### src/rtl/patgen_pkg.sv
// Shared types and constants for the synthetic Bayer frame source (ccd_pattern_gen).
package patgen_pkg;

   typedef enum logic [1:0] {
      IDLE   = 2'd0,
      ACTIVE = 2'd1,
      HBLANK = 2'd2,
      VBLANK = 2'd3
   } state_t;

   typedef enum logic [1:0] {
      RAMP_H  = 2'd0,
      RAMP_V  = 2'd1,
      CHECKER = 2'd2,
      BARS    = 2'd3
   } mode_t;

   // Bayer site index is {row[0], col[0]}
   localparam logic [1:0] SITE_G1 = 2'b00;
   localparam logic [1:0] SITE_R  = 2'b01;
   localparam logic [1:0] SITE_B  = 2'b10;
   localparam logic [1:0] SITE_G2 = 2'b11;

   localparam int unsigned LFSR_W = 16;
   localparam logic [LFSR_W-1:0] LFSR_SEED = 16'hACE1;
   // Taps 16,14,13,11 expressed as bit positions 0,2,3,5 of a right-shifting register
   localparam logic [LFSR_W-1:0] LFSR_TAPS = 16'h002D;

   // Colour-bar channel bits: R=bar[2], G=bar[1], B=bar[0]
   function automatic logic barSiteOn(input logic [1:0] site, input logic [2:0] bar);
      case (site)
         SITE_R:  barSiteOn = bar[2];
         SITE_B:  barSiteOn = bar[0];
         default: barSiteOn = bar[1];
      endcase
   endfunction

endpackage

### src/rtl/patgen_lfsr.sv
// 16-bit Fibonacci LFSR used as low-order pixel noise by ccd_pattern_gen.
module patgen_lfsr
   import patgen_pkg::*;
(
   input  logic              clk,
   input  logic              rst,
   input  logic              advance,
   input  logic              reseed,
   output logic [LFSR_W-1:0] q
);

   always_ff @(posedge clk) begin
      if (rst || reseed) begin
         q <= LFSR_SEED;
      end else if (advance) begin
         q <= {^(q & LFSR_TAPS), q[LFSR_W-1:1]};
      end
   end

endmodule

### src/rtl/ccd_pattern_gen.sv
// Synthetic raw Bayer frame source with full line/frame timing and four test patterns.
// Optional low-nibble LFSR noise is enabled by defining PATGEN_LFSR_NOISE_EN.
module ccd_pattern_gen
   import patgen_pkg::*;
#(
   parameter int unsigned H_ACTIVE = 640,
   parameter int unsigned V_ACTIVE = 480,
   parameter int unsigned H_BLANK  = 16,
   parameter int unsigned V_BLANK  = 4,
   parameter int unsigned DATA_W   = 12
) (
   input  logic              iCLK,
   input  logic              iRST,
   input  logic              iSTART,
   input  logic [1:0]        iMODE,
   output logic [DATA_W-1:0] oDATA,
   output logic              oDVAL,
   output logic [15:0]       oX_Cont,
   output logic [15:0]       oY_Cont,
   output logic              oFRAME_DONE,
   output logic [31:0]       oFrame_Cont
);

   localparam int unsigned VBLANK_LEN = V_BLANK * (H_ACTIVE + H_BLANK);
   localparam int unsigned BLANK_MAX  = (VBLANK_LEN > H_BLANK) ? VBLANK_LEN : H_BLANK;
   localparam int unsigned BLANK_W    = $clog2(BLANK_MAX + 1);
   localparam int unsigned BAR_W      = (H_ACTIVE >= 8) ? (H_ACTIVE / 8) : 1;
   localparam int unsigned BAR_CW     = $clog2(BAR_W) + 1;
   localparam logic [DATA_W-1:0] FULL = '1;

   state_t              state, stateNext;
   mode_t               mode, modeNext;
   logic [15:0]         xCnt, xNext, yCnt, yNext;
   logic [BLANK_W-1:0]  blankCnt, blankNext;
   logic [BAR_CW-1:0]   barPix, barPixNext;
   logic [2:0]          barIdx, barIdxNext;

   logic [DATA_W-1:0]   dataNext, pattern, pixel;
   logic                dvalNext, doneNext;
   logic [15:0]         xOutNext, yOutNext;
   logic [31:0]         frameNext;
   logic [1:0]          site;

   // Pattern value for the pixel the counters currently point at
   always_comb begin
      site    = {yCnt[0], xCnt[0]};
      pattern = '0;
      case (mode)
         RAMP_H:  pattern = DATA_W'(xCnt[11:0]);
         RAMP_V:  pattern = DATA_W'(yCnt[11:0]);
         CHECKER: pattern = (xCnt[3] ^ yCnt[3]) ? FULL : '0;
         BARS:    pattern = barSiteOn(site, barIdx) ? FULL : '0;
         default: pattern = '0;
      endcase
   end

`ifdef PATGEN_LFSR_NOISE_EN
   logic [LFSR_W-1:0] lfsrQ;
   logic              frameStart;

   assign frameStart = (state == IDLE || state == VBLANK) && (stateNext == ACTIVE);

   patgen_lfsr uLfsr (
      .clk     (iCLK),
      .rst     (iRST),
      .advance (state == ACTIVE),
      .reseed  (frameStart),
      .q       (lfsrQ)
   );

   assign pixel = pattern ^ DATA_W'(lfsrQ[3:0]);
`else
   assign pixel = pattern;
`endif

   // Next-state, counters and next output values
   always_comb begin
      stateNext  = state;
      modeNext   = mode;
      xNext      = xCnt;
      yNext      = yCnt;
      blankNext  = blankCnt;
      barPixNext = barPix;
      barIdxNext = barIdx;
      dvalNext   = 1'b0;
      dataNext   = '0;
      xOutNext   = '0;
      yOutNext   = oY_Cont;
      doneNext   = 1'b0;
      frameNext  = oFrame_Cont;

      case (state)
         IDLE: begin
            if (iSTART) begin
               stateNext  = ACTIVE;
               modeNext   = mode_t'(iMODE);
               xNext      = '0;
               yNext      = '0;
               barPixNext = '0;
               barIdxNext = '0;
            end
         end

         ACTIVE: begin
            dvalNext = 1'b1;
            dataNext = pixel;
            xOutNext = xCnt;
            yOutNext = yCnt;
            xNext    = xCnt + 16'd1;
            if (barPix == BAR_CW'(BAR_W - 1)) begin
               barPixNext = '0;
               barIdxNext = barIdx + 3'd1;
            end else begin
               barPixNext = barPix + BAR_CW'(1);
            end
            if (xCnt == 16'(H_ACTIVE - 1)) begin
               stateNext = HBLANK;
               blankNext = '0;
            end
         end

         HBLANK: begin
            // First blank cycle after the last pixel of the frame
            if (blankCnt == '0 && yCnt == 16'(V_ACTIVE - 1)) begin
               doneNext  = 1'b1;
               frameNext = oFrame_Cont + 32'd1;
            end
            blankNext = blankCnt + BLANK_W'(1);
            if (blankCnt == BLANK_W'(H_BLANK - 1)) begin
               blankNext = '0;
               if (yCnt < 16'(V_ACTIVE - 1)) begin
                  stateNext  = ACTIVE;
                  yNext      = yCnt + 16'd1;
                  xNext      = '0;
                  barPixNext = '0;
                  barIdxNext = '0;
               end else begin
                  stateNext = VBLANK;
               end
            end
         end

         VBLANK: begin
            blankNext = blankCnt + BLANK_W'(1);
            if (blankCnt == BLANK_W'(VBLANK_LEN - 1)) begin
               blankNext = '0;
               if (iSTART) begin
                  stateNext  = ACTIVE;
                  modeNext   = mode_t'(iMODE);
                  xNext      = '0;
                  yNext      = '0;
                  barPixNext = '0;
                  barIdxNext = '0;
               end else begin
                  stateNext = IDLE;
               end
            end
         end

         default: stateNext = IDLE;
      endcase
   end

   always_ff @(posedge iCLK) begin
      if (iRST) begin
         state       <= IDLE;
         mode        <= RAMP_H;
         xCnt        <= '0;
         yCnt        <= '0;
         blankCnt    <= '0;
         barPix      <= '0;
         barIdx      <= '0;
         oDATA       <= '0;
         oDVAL       <= 1'b0;
         oX_Cont     <= '0;
         oY_Cont     <= '0;
         oFRAME_DONE <= 1'b0;
         oFrame_Cont <= '0;
      end else begin
         state       <= stateNext;
         mode        <= modeNext;
         xCnt        <= xNext;
         yCnt        <= yNext;
         blankCnt    <= blankNext;
         barPix      <= barPixNext;
         barIdx      <= barIdxNext;
         oDATA       <= dataNext;
         oDVAL       <= dvalNext;
         oX_Cont     <= xOutNext;
         oY_Cont     <= yOutNext;
         oFRAME_DONE <= doneNext;
         oFrame_Cont <= frameNext;
      end
   end

endmodule
### config.mk
export PLATFORM = sky130hd
export DESIGN_NAME = ccd_pattern_gen
export DESIGN_NICKNAME = d
export VERILOG_FILES = /design/src/rtl/patgen_pkg.sv /design/src/rtl/patgen_lfsr.sv /design/src/rtl/ccd_pattern_gen.sv
export SDC_FILE = /design/constraint.sdc
export NUM_CORES = 1
export LEC_CHECK = 0
export BUFFER_PORTS_ARGS = -buffer_cell sky130_fd_sc_hd__buf_2
export CAP_MARGIN = 0
export CORE_ASPECT_RATIO = 0.5
export CORE_UTILIZATION = 60
export CTS_CLUSTER_DIAMETER = 120
export DETAILED_ROUTE_END_ITERATION = 10
export PLACE_DENSITY_LB_ADDON = 0.1
export SETUP_SLACK_MARGIN = 0.5
export SLEW_MARGIN = 20
export SYNTH_ARGS = -nofsm -noshare
export SYNTH_HDL_FRONTEND = slang
export SYNTH_SLANG_ARGS = --single-unit
### constraint.sdc
create_clock -name iCLK -period 6.8 [get_ports iCLK]
set_input_delay 1.36 -clock iCLK [delete_from_list [all_inputs] [get_ports iCLK]]
set_output_delay 1.36 -clock iCLK [all_outputs]
set_load 0.01 [all_outputs]
After elaboration in Yosys (flattened, before gate mapping)
Index checks and enable logic that the tools add are counted.
- bits in registers: 137
- bits of input ports: 5
- output and inout bits: 78
- add/subtract/negate cells: 6
- $lt $le $gt $ge: 1
- equality and inequality tests: 19
- muxes and demuxes: 43
- bitwise operators: 3
- reduce and logical (&&, ||, !) cells: 16
- operators by type and width (kind ; count):
    16-bit 2-to-1 mux ; 8
    16-bit case mux with 4 select lines ; 1
    12-bit 2-to-1 mux ; 5
    12-bit case mux with 4 select lines ; 1
    16-bit case mux with 3 select lines ; 1
    8-bit 2-to-1 mux ; 5
    12-bit case mux with 3 select lines ; 1
    16-bit by 1-bit adder with 16-bit output (second input constant) ; 2
    32-bit by 1-bit adder with 32-bit output (second input constant) ; 1
    8-bit case mux with 4 select lines ; 1
    16-bit by 10-bit equality test with 1-bit output (second input constant) ; 1
    16-bit by 9-bit equality test with 1-bit output (second input constant) ; 1
    16-bit by 9-bit less-than comparator with 1-bit output (second input constant) ; 1
    3-bit 2-to-1 mux ; 5
    2-bit 2-to-1 mux ; 7
    12-bit by 1-bit adder with 12-bit output (second input constant) ; 1
    12-bit equality test (second input constant) ; 1
    12-bit by 4-bit equality test with 1-bit output (second input constant) ; 1
    12-bit logical NOT ; 1
    2-bit inequality test (second input constant) ; 6
    3-bit case mux with 4 select lines ; 1
    4-bit AND reduction ; 3
    2-bit equality test (second input constant) ; 5
    8-bit by 1-bit adder with 8-bit output (second input constant) ; 1
    other kinds (16) ; 27

Longest topological paths before layout
Gate-level depths: netlist (run 1).
- depth in word-level cells: 5
- mapped depth: 8

Least setup slack after synthesis (run 1)
OpenSTA, ideal clock, no wires.
- kind: in2reg
- from: input iSTART
- to: register yCnt[5]
- data arrival time: 2.667 ns
- setup slack: 3.999 ns
- cell stages on the path: 7
- buffers on the path: 2
- path through: or3b_2 nand2_1 nor2b_1 clkbuf_1 clkbuf_1 o311ai_0 o31ai_1
- longest elaborated chain between the ends: 3
- RTL lines (what ; line ; source):
    start: declaration ; ccd_pattern_gen.sv:14 ; input logic iSTART,
    16-bit 2-to-1 mux (*) ; -- ;
    16-bit 2-to-1 mux ; -- ;
    16-bit case mux with 3 select lines (*) ; -- ;
    end signal: assignment ; ccd_pattern_gen.sv:183 ; yCnt <= yNext;
    end: declaration ; ccd_pattern_gen.sv:33 ; logic [15:0] xCnt, xNext, yCnt, yNext;
Mark *: on every way between the ends. The rest lies on a longest branch, timed or not. The select of a mux whose other input is x is not followed.
A chain may end at the register's enable or synchronous reset.

Final worst setup path (run 1)
- from: register blankCnt[6]
- to: register xCnt[11]
- longest elaborated chain between the ends: 3
- elaborated cells on any way between the ends: 5
- those cells by class: 4 x eq/ne; 1 x reduce/logical
- RTL lines (what ; line ; source):
    start: declaration ; ccd_pattern_gen.sv:34 ; logic [BLANK_W-1:0] blankCnt, blankNext;
    start signal: assignment ; ccd_pattern_gen.sv:184 ; blankCnt <= blankNext;
    12-bit equality test or 12-bit by 4-bit equality test with 1-bit output (tied branches) ; ccd_pattern_gen.sv:145, ccd_pattern_gen.sv:129 ;
    2-bit inequality test (no line) ; -- ;
    3-bit AND reduction (no line) (*) ; -- ;
    end signal: assignment ; ccd_pattern_gen.sv:182 ; xCnt <= xNext;
    end: declaration ; ccd_pattern_gen.sv:33 ;
Mark *: on every way between the ends. The rest lies on a longest branch, timed or not.

==> impl_metrics.py, run 1 <==
metrics = {
    "status": {
        "outcome": "finished clean",
    },
    "finish": {
        "drive_gt1_share_pct": 16.1,
        "final_cells": 957,
        "synthToLayoutAreaGrowth_pct": 15.8,
        "nets": 823,
        "finish.utilization_pct": 74.2,
        "diodes": 0,
    },
    "pwr": {
        "internal-power_mw": 1.39,
        "p_sw_uw": 430,
        "p_sw_share_pct": 23.6,
        "vdd_drop_max_uv": 189,
        "p_total_mw": 1.82,
        "p_leak_nw": 2.77,
        "power_density_nw_per_um2": 250,
        "sequentialPowerShare_pct": 44.9,
        "pwr-share-clk_pct": 51.3,
        "combPwrFrac_pct": 3.8,
    },
    "cts": {
        "cts_inserted_buffers": 17,
        "post_cts_resized": 0,
        "htree_levels": 4,
        "insertion_delay_ns": 0.42,
        "cts_setup_buffers": 0,
        "clock_sinks": 137,
        "cts-root-buf": "clkbuf_16",
        "cts_tree": "done",
        "clk_path_buf_depth": 2,
        "clk_pin_slew_ns": 0.06,
        "ctsHoldBuffers": 0,
    },
    "sta": {
        "fmax_ghz": 0.316,
        "fin_crit_ns": 3.17,
        "hold_viol": 0,
        "rsz0062_at_grt": "false",
        "finalSetupViolations": 0,
        "slew_headroom_pct": 28.1,
        "tightest_slew_ns": 1.08,
        "clock_skew_ns": 0.0120,
        "tns_ns": 0,
        "fin_crit_sh_pct": 46.5,
        "report.final.slew_viol_count": 0,
    },
    "critical_path": {
        "slowest_stage": "nor2_2",
        "regToRegStartpoint": "blankCnt[6]$_SDFFE_PP0P_",
        "worst-path-stages": 5,
        "worst_setup_path_start_kind": "flop",
        "critPathBufInv": 0,
        "ff2ff_path_depth": 5,
        "worstPathArrival_ns": 3.43,
        "worstPathRequired_ns": 7.06,
        "ff2ff_setup_slack_ns": 3.63,
        "crit_type": "reg -> reg",
        "crit_path_max_incr_delay_ns": 0.76,
        "end_kind": "flop",
        "cp_max_fo": 25,
        "path_cells": "or4_4, o41ai_4, a21bo_1, nor2_2, a311oi_1",
        "r2r-end": "xCnt[11]$_SDFFE_PP0P_",
        "cp_top_family": "simple AND/OR/NAND/NOR gates",
    },
    "drt": {
        "drtIter0Drc": 685,
        "dr.pass1.iters": 5,
        "ant_nets": 0,
        "wl_mm": 16.6,
        "post_drt_wl_per_cell_um": 17.3,
        "vias_per_cell": 6.34,
        "via_count": 6064,
        "drc": 0,
    },
    "synthesis": {
        "yosysTopAreaCellShare_pct": 43.7,
        "synth.distinct_cells": 65,
        "async_flop_share_pct": 0,
        "syn_area_um2": 6270,
        "synth_warnings": 0,
        "synth_top_area_cell": "dfxtp_1",
        "ys_seq_elements": 137,
        "syn_nets": 772,
        "synth_edf_count": 0,
        "post_synth_most_frequent_cells": "dfxtp_1 (137), nand2_1 (90), a21oi_1 (82), nor2_1 (46), clkbuf_1 (44)",
        "ys_seq_area_share_pct": 43.7,
        "syn_area_per_cell_um2": 8.28,
        "synth_ff_type": "dfxtp_1",
        "post-synth-top-count-cell": "dfxtp_1",
        "synth_cells": 758,
        "synth_area_leaders": "dfxtp_1 (44%), a21oi_1 (6.5%), nand2_1 (5.4%)",
    },
    "place": {
        "gpl.final_weighted_congestion": 0.819,
        "numPortBuffers": 82,
        "hpwl_mm": 10.6,
        "place_inst": 925,
    },
    "global_route": {
        "grt_pass1_vias": 5470,
        "overflow": 0,
        "grt_max_degree": 45,
        "grt_antenna_before_repair": 0,
        "grt_pass1_wl_mm": 27.2,
        "grt_use_total_pct": 31.5,
    },
    "hold_path": {
        "hp-class": "reg -> reg",
        "hold-path-endpoint": "oY_Cont[11]$_SDFFE_PP0P_",
        "whs_path_depth": 2,
        "hold_start": "oY_Cont[11]$_SDFFE_PP0P_",
    },
    "floorplan": {
        "die_x_um": 147,
        "die_area_um2": 10900,
        "boundaryPins": 83,
        "rows": 25,
        "coreArea_um2": 9790,
        "die_h_um": 74.3,
        "initial_core_util_pct": 64.1,
    },
    "flow_run": {
        "maxCapViolations": 0,
    },
}
sequential cells by signal, indices dropped and copies added (netlist names), 3 cells and up:
signal       cells
oX_Cont         16
barPix           8
oDATA           12
blankCnt        12
oFrame_Cont     32
xCnt            16
barIdx           3
yCnt            16
oY_Cont         16
tightest hold or removal path: stages, from the launching register on:
cell,delay (ns)
dfxtp_1,0.30
nand2_1,0.05
a21oi_1,0.05
cell usage in the layout (no fill, tap or decap), types with 7 or more instances in the layout:
cell type / instances
or4_1: 24
and3_1: 24
nand2b_1: 11
nand4_1: 21
nand2_1: 90
o21a_1: 7
nor4_1: 15
a21oi_1: 82
nand3_1: 34
nor3_1: 21
a311oi_1: 8
o21ai_0: 39
a31oi_1: 12
inv_1: 16
ha_1: 9
or3_1: 7
buf_2: 82
nor2_1: 45
clkbuf_16: 17
dfxtp_1: 137
o31ai_1: 22
cell type report:
| type | count | area (um^2) |
|---|---|---|
| multi-input cells | 552 | 3260 |
| flip-flops and latches | 137 | 2740 |
| fillers | 726 | 2530 |
| clock buffers | 19 | 453 |
| repair buffers | 85 | 433 |
| well taps | 135 | 169 |
| clock inverters | 13 | 143 |
| inverters | 16 | 60.1 |
stage by stage:
stage | hold slack [ns] | setup slack [ns] | area [um^2]
after floorplan | 0.441 | 4.00 | 6270
after global placement | 0.441 | 3.46 | 6670
after detailed placement | 0.445 | 3.41 | 6670
after CTS | 0.454 | 3.68 | 7260
after global routing | 0.473 | 3.48 | 7260
final | 0.450 | 3.63 | 7260
logic make-up after synthesis:
kind of cell	Yosys count	synth area share [%]
simple gates	324	27.5
compound gates	204	20.4
fa+ha+maj	9	1.80
xor+xnor	11	1.54
flops	137	43.7
buf+inv	69	4.35
mux	4	0.678
power by group through the flow:
stage          combinational [mW]  sequential [mW]  clock (mW)
3_5_place_dp               0.0671            0.832           0
4_1_cts                    0.0680            0.815       0.931
2_1_floorplan              0.0499            0.831           0
5_1_grt                    0.0755            0.816       0.970
3_3_place_gp               0.0656            0.832           0
6_report                   0.0690            0.815       0.933
worst max-delay path by stage:
stage                                        start                      to  slack (ns)
after floorplan                             iSTART    yCnt[5]$_SDFFE_PP0P_        4.00
after global placement                        iRST    xCnt[8]$_SDFFE_PP0P_        3.46
after detailed placement                      iRST    xCnt[6]$_SDFFE_PP0P_        3.41
after CTS                 blankCnt[6]$_SDFFE_PP0P_   xCnt[11]$_SDFFE_PP0P_        3.68
after global routing      blankCnt[6]$_SDFFE_PP0P_  barPix[1]$_SDFFE_PP0P_        3.48
final                     blankCnt[6]$_SDFFE_PP0P_   xCnt[11]$_SDFFE_PP0P_        3.63
layer usage:
layer	vias up	routed length, um	GRT usage, %
met4	0	209	11.9
met5	-	0	0
met3	28	1140	5.95
li1	2902	-	-
met2	256	7500	51.8
met1	2878	7720	41.9
(Power assumes the default switching activity.)
==> run 2: changes to the inputs <==
ABC_AREA = 1   (was default)
CORE_UTILIZATION = 58   (was 60)
clock period = 3.19 ns   (was 6.8 ns; I/O delays follow)
==> impl_metrics.py, run 2 <==
metrics = {
    "place": {
        "hpwl_mm": 12.0,
        "numPortBuffers": 82,
        "gpl.final_weighted_congestion": 0.953,
    },
    "sta": {
        "fin_crit_sh_pct": 69.6,
        "hold_viol": 0,
        "finalSetupViolations": 0,
        "clock_skew_ns": 0.0101,
        "tns_ns": 0,
        "tightest_slew_ns": 0.875,
        "report.final.slew_viol_count": 0,
        "fin_crit_ns": 2.22,
        "slew_headroom_pct": 41.4,
        "rsz0062_at_grt": "false",
        "fmax_ghz": 0.451,
    },
    "synthesis": {
        "syn_area_per_cell_um2": 6.67,
        "post_synth_most_frequent_cells": "nand2_1 (262), nor2_1 (160), dfxtp_1 (137), a21oi_1 (91), inv_1 (75)",
        "synth_warnings": 0,
        "synth_area_leaders": "dfxtp_1 (41%), nand2_1 (15%), nor2_1 (8.9%)",
        "synth.distinct_cells": 34,
        "synth_edf_count": 0,
        "ys_seq_elements": 137,
        "ys_seq_area_share_pct": 40.5,
        "synth_top_area_cell": "dfxtp_1",
        "post-synth-top-count-cell": "nand2_1",
        "synth_ff_type": "dfxtp_1",
        "yosysTopAreaCellShare_pct": 40.5,
        "syn_nets": 1028,
        "async_flop_share_pct": 0,
        "synth_cells": 1014,
        "syn_area_um2": 6770,
    },
    "finish": {
        "mostFrequentLayoutCell": "nand2_1",
        "largest_reg_flops": 32,
        "drive_gt1_share_pct": 13.0,
        "nFillCells": 988,
        "top_register": "oFrame_Cont",
        "synthToLayoutAreaGrowth_pct": 16.0,
        "nets": 1099,
        "diodes": 0,
        "final_cell_mix": "nand2_1 (262), nor2_1 (160), dfxtp_1 (137)",
    },
    "cts": {
        "cts_tree": "done",
        "clk_pin_slew_ns": 0.06,
        "clock_sinks": 137,
        "ctsHoldBuffers": 0,
        "cts_setup_buffers": 0,
        "post_cts_resized": 0,
        "insertion_delay_ns": 0.42,
        "clk_path_buf_depth": 2,
        "cts-root-buf": "clkbuf_16",
        "cts_inserted_buffers": 17,
        "htree_levels": 4,
    },
    "drt": {
        "drtIter0Drc": 650,
        "via_count": 6938,
        "vias_per_cell": 5.52,
        "post_drt_wl_per_cell_um": 14.2,
        "drc": 0,
        "ant_nets": 0,
        "wl_mm": 17.9,
        "dr.pass1.iters": 5,
    },
    "global_route": {
        "overflow": 0,
        "grt_pass1_wl_mm": 29.6,
        "grt_use_total_pct": 30.6,
        "grt_max_degree": 67,
        "grt_pass1_vias": 6238,
        "grt_antenna_before_repair": 0,
    },
    "hold_path": {
        "whs_path_depth": 2,
        "hp-class": "reg -> reg",
    },
    "floorplan": {
        "die_x_um": 155,
        "die_h_um": 78.4,
        "boundaryPins": 83,
        "coreArea_um2": 11200,
        "initial_core_util_pct": 60.5,
        "rows": 27,
        "die_area_um2": 12100,
    },
    "pwr": {
        "vdd_drop_max_uv": 366,
        "p_total_mw": 5.52,
        "p_leak_nw": 3.17,
        "power_density_nw_per_um2": 703,
    },
    "critical_path": {
        "worstPathRequired_ns": 3.53,
        "worst_setup_path_start_kind": "flop",
        "worstPathArrival_ns": 2.56,
        "ff2ff_path_depth": 10,
        "end_kind": "flop",
        "cp_max_fo": 30,
        "crit_type": "reg -> reg",
    },
    "flow_run": {
        "maxCapViolations": 0,
    },
    "status": {
        "outcome": "finished clean",
    },
}
-- run 2: changes by cell type in the layout (fill, tap and decap cells not counted), sizes merged, moves of 23 or more --
cell | before | now
o21ai | 40 | 84
or4 | 25 | 0
nand3 | 34 | 63
and3 | 24 | 1
nor2 | 47 | 166
inv | 18 | 89
nand2 | 90 | 266
-- run 2: cell type report --
cell class                 instances  area [um^2]  area share, %
multi-input combinational        756         3530           45.0
sequential                       137         2740           34.9
timing repair buffer              89          463           5.90
clock buffer                      18          439           5.60
inverter                          84          315           4.02
tap                              159          199           2.54
clock inverter                    14          160           2.04
-- run 2: cells by family after synthesis --
kind of cell             count (synthesis)  share of synthesized area [%]
AO/OA/AOI/OAI                          184                           14.1
XOR/XNOR                                23                           2.98
adder cells (fa/ha/maj)                  9                           1.66
buffers and inverters                  121                           7.34
flip-flops                             137                           40.5
AND/OR/NAND/NOR                        540                           33.4
-- run 2: worst max-delay path: stages, from the launching register on --
cell and delay [ns]:
dfxtp_1 0.44, ha_1 0.23, nand2_2 0.09, nor2_4 0.19
nand3_1 0.09, nor2_1 0.11, nand3_1 0.08, buf_4 0.26
inv_2 0.41, nand2_1 0.11, a21oi_1 0.15
-- run 2: metrics by stage --
stage	cell area, um^2	std cells	hold WS (ns)	utilization, %	setup slack (ns)
3_3_place_gp	7250	1225	0.444	64.8	1.05
6_report	7850	1257	0.469	70.2	0.971
4_1_cts	7850	1257	0.464	70.2	0.968
2_1_floorplan	6770	1014	0.432	-	1.50
3_5_place_dp	7250	1225	0.453	64.8	0.982
5_1_grt	7850	1257	0.493	70.2	0.667
-- run 2: path summary, 6_finish.rpt --
check	from	to	slack, ns
worst max-delay path	yCnt[0]$_SDFFE_PP0P_	oFrame_Cont[9]$_SDFFE_PP0P_	0.97
worst min-delay path	yCnt[12]$_SDFFE_PP0P_	yCnt[12]$_SDFFE_PP0P_	0.47
worst max register to register	yCnt[0]$_SDFFE_PP0P_	oFrame_Cont[9]$_SDFFE_PP0P_	0.97
worst min register to register	yCnt[12]$_SDFFE_PP0P_	yCnt[12]$_SDFFE_PP0P_	0.47
-- run 2: routing by layer --
| layer | wire, um | vias up | track usage, % |
|---|---|---|---|
| met5 | 0 | - | 0 |
| met4 | 290 | 0 | 9.80 |
| met3 | 1280 | 33 | 6.13 |
| met2 | 8180 | 298 | 51.3 |
| met1 | 8110 | 3174 | 40.0 |
| li1 | - | 3433 | - |
-- run 2: power breakdown --
| group | internal (mW) | switching (mW) | leakage, nW |
|---|---|---|---|
| clock | 1.19 | 0.806 | 0.281 |
| sequential | 1.92 | 0.180 | 1.11 |
| combinational | 0.414 | 1.01 | 1.78 |
| total | 3.52 | 2.00 | 3.17 |
==> run 3: changes to the inputs <==
clock period = 2.3 ns   (was 3.19 ns; I/O delays follow)
==> impl_metrics.py, run 3 (same netlist as run 2, synthesis figures left out) <==
metrics = {
    "global_route": {
        "grt_max_degree": 42,
        "overflow": 0,
        "grt_use_total_pct": 30.8,
        "grt_pass1_wl_mm": 29.7,
        "grt_pass1_vias": 6232,
        "grt_antenna_before_repair": 0,
    },
    "cts": {
        "ctsHoldBuffers": 0,
        "cts_tree": "done",
        "htree_levels": 4,
        "clk_pin_slew_ns": 0.06,
        "clock_sinks": 137,
        "cts_inserted_buffers": 17,
        "insertion_delay_ns": 0.43,
        "clk_path_buf_depth": 2,
        "cts-root-buf": "clkbuf_16",
    },
    "place": {
        "hpwl_mm": 12.4,
        "gpl.final_weighted_congestion": 0.935,
        "numPortBuffers": 82,
        "dp_slack_ns": 0.266,
    },
    "hold_path": {
        "whs_path_depth": 3,
        "hold_start": "iMODE[0]",
        "hp-class": "in -> reg",
        "hold-path-endpoint": "mode[0]$_SDFFE_PP0P_",
    },
    "critical_path": {
        "end_kind": "flop",
        "worst_setup_path_start_kind": "flop",
        "cp_max_fo": 7,
        "ff2ff_path_depth": 9,
        "r2r-end": "oFrame_Cont[10]$_SDFFE_PP0P_",
        "regToRegStartpoint": "yCnt[1]$_SDFFE_PP0P_",
        "crit_type": "reg -> reg",
        "worstPathArrival_ns": 2.04,
        "ff2ff_setup_slack_ns": 0.55,
        "worstPathRequired_ns": 2.59,
    },
    "pwr": {
        "power_density_nw_per_um2": 965,
        "p_leak_nw": 3.33,
        "vdd_drop_max_uv": 538,
    },
    "drt": {
        "wl_met1_mm": 8.36,
        "via_count": 7008,
        "wl_met3_mm": 1.39,
        "drtIter0Drc": 582,
        "post_drt_wl_per_cell_um": 14.7,
        "dr.pass1.iters": 5,
        "wl_met2_mm": 8.67,
        "ant_nets": 0,
        "highest_layer": "met4",
        "drc": 0,
        "vias_per_cell": 5.49,
        "wl_mm": 18.8,
    },
    "sta": {
        "tightest_slew_ns": 0.505,
        "fmax_ghz": 0.572,
        "slew_headroom_pct": 66.1,
        "clock_skew_ns": 0.0116,
        "tns_ns": 0,
        "setup_slack_ns": 0.553,
        "report.final.slew_viol_count": 0,
        "fin_crit_sh_pct": 76.0,
        "fin_crit_ns": 1.75,
        "rsz0062_at_grt": "true",
        "finalSetupViolations": 0,
        "hold_viol": 0,
    },
    "flow_run": {
        "maxCapViolations": 0,
    },
    "finish": {
        "nFillCells": 901,
        "mostFrequentLayoutCell": "nand2_1",
        "final_cell_mix": "nand2_1 (260), nor2_1 (148), dfxtp_1 (122)",
        "top_register": "oFrame_Cont",
        "diodes": 0,
        "multi_input_area_um2": 3700,
        "regArea_um2": 2770,
        "largest_reg_flops": 32,
        "drive_gt1_share_pct": 18.2,
        "synthToLayoutAreaGrowth_pct": 22.1,
        "nets": 1120,
    },
    "floorplan": {
        "die_h_um": 78.4,
        "coreArea_um2": 11200,
        "boundaryPins": 83,
        "die_x_um": 155,
        "initial_core_util_pct": 60.5,
        "die_area_um2": 12100,
        "rows": 27,
    },
    "status": {
        "outcome": "finished clean",
    },
}
run 3: per-stage QoR:
step	total power [mW]	instances	hold slack (ns)	area [um^2]	utilization, %
2_1_floorplan	4.34	1014	0.432	6770	-
3_3_place_gp	4.85	1231	0.444	7290	65.2
3_5_place_dp	4.91	1231	0.446	7290	65.2
4_1_cts	7.73	1266	0.341	7960	71.1
5_1_grt	8.37	1277	0.387	8260	73.9
6_report	7.97	1277	0.350	8260	73.9
run 3: worst max path at each step:
stage | slack [ns] | end | startpoint
floorplan | 0.61 | oFrame_Cont[6]$_SDFFE_PP0P_ | yCnt[0]$_SDFFE_PP0P_
global placement | 0.36 | barPix[2]$_SDFFE_PP0P_ | blankCnt[0]$_SDFFE_PP0P_
detailed placement | 0.27 | barPix[5]$_SDFFE_PP0P_ | blankCnt[0]$_SDFFE_PP0P_
CTS | 0.50 | oFrame_Cont[21]$_SDFFE_PP0P_ | yCnt[0]$_SDFFE_PP0P_
global route | 0.46 | oFrame_Cont[5]$_SDFFE_PP0P_ | yCnt[1]$_SDFFE_PP0P_
finish | 0.55 | oFrame_Cont[10]$_SDFFE_PP0P_ | yCnt[1]$_SDFFE_PP0P_
run 3: cell type report:
class | instances | share of cell area, %
repair buffers | 109 | 8.10
well taps | 159 | 2.41
clock buffers | 17 | 5.15
repair inverters | 1 | 0.106
clock inverters | 14 | 1.97
multi-input cells | 756 | 44.8
flip-flops and latches | 137 | 33.5
inverters | 84 | 4.00
run 3: power breakdown:
group / total [mW] / switching, mW / internal (mW) / leakage (nW)
registers: 2.95 / 0.264 / 2.69 / 1.12
clock network: 2.77 / 1.15 / 1.62 / 0.275
logic: 2.26 / 1.51 / 0.747 / 1.94
run 3: what timing repair did:
item,in CTS,in global routing
setup endpoints to repair,83,81
pin swaps,3,5
buffers inserted,4,6
resized for setup,13,58
gates cloned,0,5
run 3: critical path, cell delays in order, from the launching register on:
cell	delay, ns
dfxtp_4	0.38
ha_4	0.14
nand2_2	0.08
nor2_4	0.18
nand3_2	0.11
nor2_4	0.13
nand3_4	0.21
clkbuf_16	0.25
nand2_1	0.05
a21oi_1	0.07
run 3: metal layers:
| metal | track usage, % | vias up |
|---|---|---|
| li1 | - | 3487 |
| met1 | 39.9 | 3199 |
| met2 | 51.5 | 286 |
| met3 | 5.02 | 36 |
| met4 | 13.2 | 0 |
| met5 | 0 | - |
